--- src/rtl/prbs_pkg.sv ---
// Shared constants and state encoding for the PRBS-23 word checker.
package prbs_pkg;

  // 0-based taps of x^23 + x^18 + 1
  localparam int PRBS23_TAP_A = 22;
  localparam int PRBS23_TAP_B = 17;
  localparam int PRBS_WORD_W  = 12;

  // Checker state encoding; visible on the debug state port.
  typedef enum logic [2:0] {
    IDLE  = 3'd0,
    SEED0 = 3'd1,
    SEED1 = 3'd2,
    SYNC  = 3'd3,
    LOCK  = 3'd4
  } chkState_t;

endpackage

--- src/rtl/prbs23_word_checker_step12.sv ---
// PRBS-23 word predictor: given the last two 12-bit words, produce the next
// 12 bits of the sequence. Purely combinational.
module prbs23_step12
  import prbs_pkg::*;
(
  input  logic [PRBS_WORD_W-1:0] n,
  input  logic [PRBS_WORD_W-1:0] prevN,
  output logic [PRBS_WORD_W-1:0] nextN
);

  logic [2*PRBS_WORD_W-1:0] tmp;

  // Run the serial LFSR recurrence one word's worth of bits over the history.
  always_comb begin
    tmp = {prevN, n};
    for (int i = 0; i < PRBS_WORD_W; i++) begin
      tmp = {tmp[2*PRBS_WORD_W-2:0], tmp[PRBS23_TAP_B] ^ tmp[PRBS23_TAP_A]};
    end
    nextN = tmp[PRBS_WORD_W-1:0];
  end

endmodule

--- config.mk ---
export PLATFORM = sky130hd
export DESIGN_NAME = prbs23_step12
export DESIGN_NICKNAME = d
export VERILOG_FILES = /design/src/rtl/prbs_pkg.sv /design/src/rtl/prbs23_word_checker_step12.sv
export SDC_FILE = /design/constraint.sdc
export NUM_CORES = 1
export LEC_CHECK = 0
export ABC_AREA = 1
export CAP_MARGIN = 15
export CORE_AREA = 2 2 39 41
export DETAILED_ROUTE_END_ITERATION = 8
export DIE_AREA = 0 0 41 43
export PLACE_DENSITY = 0.65
export SLEW_MARGIN = 20
export SYNTH_ARGS = -nofsm -noshare
export SYNTH_HDL_FRONTEND = slang
export SYNTH_SLANG_ARGS = --single-unit
--- constraint.sdc ---
create_clock -name vclk -period 0.8
set_input_delay 0.16 -clock vclk [all_inputs]
set_output_delay 0.16 -clock vclk [all_outputs]
set_load 0.02 [all_outputs]
Word-level counts from Yosys, hierarchy flattened
Cells that the tools add are included.

Add/subtract/negate cells: 0. Multiply operators: 0. Divide/modulo/power cells: 0. Order comparisons: 0. Equality and inequality tests: 0. Shifts and indexed selects: 0. Mux-type cells: 0. Bitwise operators: 12. Reduce and logical (&&, ||, !) cells: 0.

Operator list (number): bitwise XOR 1 bit (12).

Bits in registers: 0. Bits in latches: 0. Memory bits (writable): 0. ROM bits: 0. Bits of input ports: 24. Output and inout port bits: 12. Logic and storage cells: 12. Memories kept: 0.

Longest topological paths before layout
Depth in word-level cells: 1. Gate-level depth with buffers: 3. Depth with buffers taken out: 3.

Worst setup path after synthesis
Ideal clock, no wire load.

Path type: input to output. Start: input prevN[4]. End: output nextN[10]. Arrival time: 0.404 ns. Data required time: 0.640 ns. Path slack: 0.236 ns. Cell stages on the path: 3. Cells stage by stage: inv_1 nand2_1 nand2_1.

Longest elaborated chain between the ends: 1.

Ends and longest elaborated chain: from (decl) (RTL line prbs23_word_checker_step12.sv:7) `input logic [PRBS_WORD_W-1:0] prevN,`; bitwise XOR 1 bit (RTL line prbs23_word_checker_step12.sv:17) `tmp = {tmp[2*PRBS_WORD_W-2:0], tmp[PRBS23_TAP_B] ^ tmp[PRBS23_TAP_A]};`; to (decl) (RTL line prbs23_word_checker_step12.sv:8) `output logic [PRBS_WORD_W-1:0] nextN`.

Every way passes these cells.

Worst setup path after layout
Start: input n[7]. End: output nextN[1].

Longest elaborated chain between the ends: 1.

Ends and longest elaborated chain: from (decl) (RTL line prbs23_word_checker_step12.sv:6) `input logic [PRBS_WORD_W-1:0] n,`; bitwise XOR 1 bit (RTL line prbs23_word_checker_step12.sv:17).

Every way passes these cells.

==> reports/qor.yml <==
outcome:
  status: "completed"
synth:
  syn-num-nets: 77
  avgSynthCellArea_um2: 3.75
  yosysWarnings: 0
  ys_seq_area_share_pct: 0
  netlist_area_um2: 199
  synth_cell_types: 2
  synth_cells: 53
drt:
  drt_iter0_markers: 1
  first_pass_iters: 3
  num_vias: 371
  routed_via_density: 3.79
  drc: 0
  wl_per_cell_um: 6.63
  routed_wl_um: 650
  route.antenna.remaining_nets: 0
global_route:
  overflow: 0
  grt_pass1_vias: 332
  busiest_layer: "met2"
  grt_use_met3_pct: 0.524
  gr-usage-met1_pct: 7.91
  grt_max_degree: 4
  antenna_found_initial: 0
  grt_usage_pct: 7.69
  grt_pass1_wl_mm: 1.06
  met2_usage_pct: 15.9
power:
  p_per_area_mw_per_mm2: 672
  leakage_nw: 0.331
  comb_power_share_pct: 100.0
  p_int_mw: 0.146
  clkPwrFrac_pct: 0
  p_switching_mw: 0.152
  ir_drop_v: 0.000216
  swShare_pct: 51.1
  seq_power_share_pct: 0
layout:
  finalInstanceArea_um2: 444
  drive_gt1_share_pct: 42.7
  seqCellArea_um2: 0
  clock_buffers: 0
  nets: 108
  diodes: 0
  seq_cells: 0
  area_delta_synth_final_pct: 123
place:
  post-place-ws_ps: -753
  hpwl_um: 595
  dpl_cell_area_um2: 509
  place_congestion: 0.580
  numPortBuffers: 29
sta:
  fin_tns_setup_ps: 0
  worst_pin_slew_ps: 68.7
  fin_ws_ps: 38.6
  fmax_mhz: 1310
  finalSetupViolations: 0
  post-route-period-util_pct: 95.2
  rsz0062_at_grt: "false"
  final-hold-violation-count: 0
  max-slew-margin-rel_pct: 95.4
  slew_violations: 0
  period_needed_ps: 761
  whs_ps: 629
critical_path:
  worstPathRequired_ps: 640
  crit_type: "input pin to output pin"
  crit_fanout: 2
  startpoint: "n[7]"
  cp-start-kind: "input pin"
  worstSetupEndpointType: "output pin"
  arrival_ps: 600
die:
  die_h_um: 43
  design.die.area_mm2: 0.00176
  fp-row-count: 14
  fp.coreArea_mm2: 0.00138
  pin_count: 36
  initial_utilization_pct: 14.4
  fp.dieW_um: 41
hold_path:
  holdCritStartpoint: "n[6]"
  hold_path_end: "nextN[0]"
  hold_class: "input pin to output pin"
  hold_depth: 4
flow_run:
  cap_violations: 0
cts:
  holdBufCountCts: 0
  postCtsSetupBuffers: 0
## cells in the mapped netlist, drive strengths merged
library cell	count	area share, %
nand2	36	68
inv	17	32
## metrics by stage
| stage | instances | power [mW] | util (%) |
|---|---|---|---|
| 3_3_place_gp | 98 | 0.315 | 36.8 |
| 6_report | 98 | 0.298 | 32.1 |
| 4_1_cts | 98 | 0.316 | 35.8 |
| 3_5_place_dp | 98 | 0.320 | 36.8 |
| 5_1_grt | 98 | 0.330 | 32.1 |
| 2_1_floorplan | 53 | 0.126 | - |
## routing by layer
metal,wire (um),vias to the layer above
met5,0,-
met4,0,0
met3,87,0
met2,313,17
met1,250,154
li1,-,200
## critical path: stages
cell             delay, ps
clkdlybuf4s15_1        170
inv_1                   50
nand2_1                 40
nand2_1                 60
buf_6                  110
## repair_timing
item / CTS / global route
hold endpoints to repair: 0 / 0
pin swaps: 12 / 9
gates cloned: 0 / 0
endpoints found under the setup margin: 12 / 9
gates resized for setup: 126 / 10
## worst max path at each step
| stage | endpoint |
|---|---|
| 2_1_floorplan | nextN[10] |
| 3_3_place_gp | nextN[1] |
| 3_5_place_dp | nextN[0] |
| 4_1_cts | nextN[3] |
| 5_1_grt | nextN[1] |
| 6_report | nextN[1] |
## cell usage in the layout, fill, tap and decap left out
cell type and count:
buf_2 7, buf_6 12, clkbuf_2 9, clkdlybuf4s15_1 1, inv_1 10, inv_2 7
nand2_1 36
## power by group through the flow
stage	Combinational (mW)	Clock (mW)	Sequential (mW)
floorplan	0.126	0	0
global placement	0.315	0	0
detailed placement	0.320	0	0
CTS	0.316	0	0
global route	0.330	0	0
finish	0.298	0	0
## layout make-up
class                           count  area, um^2
Multi-Input combinational cell     36         135
Timing Repair Buffer               29         225
Tap cell                           16        20.0
Inverter                           17        63.8
Fill cell                         178         940
## kinds of logic after synthesis
logic type / after synthesis / synth area share, %
buffers and inverters: 17 / 32.1
and+or+nand+nor: 36 / 67.9
(Power assumes the default switching activity.)
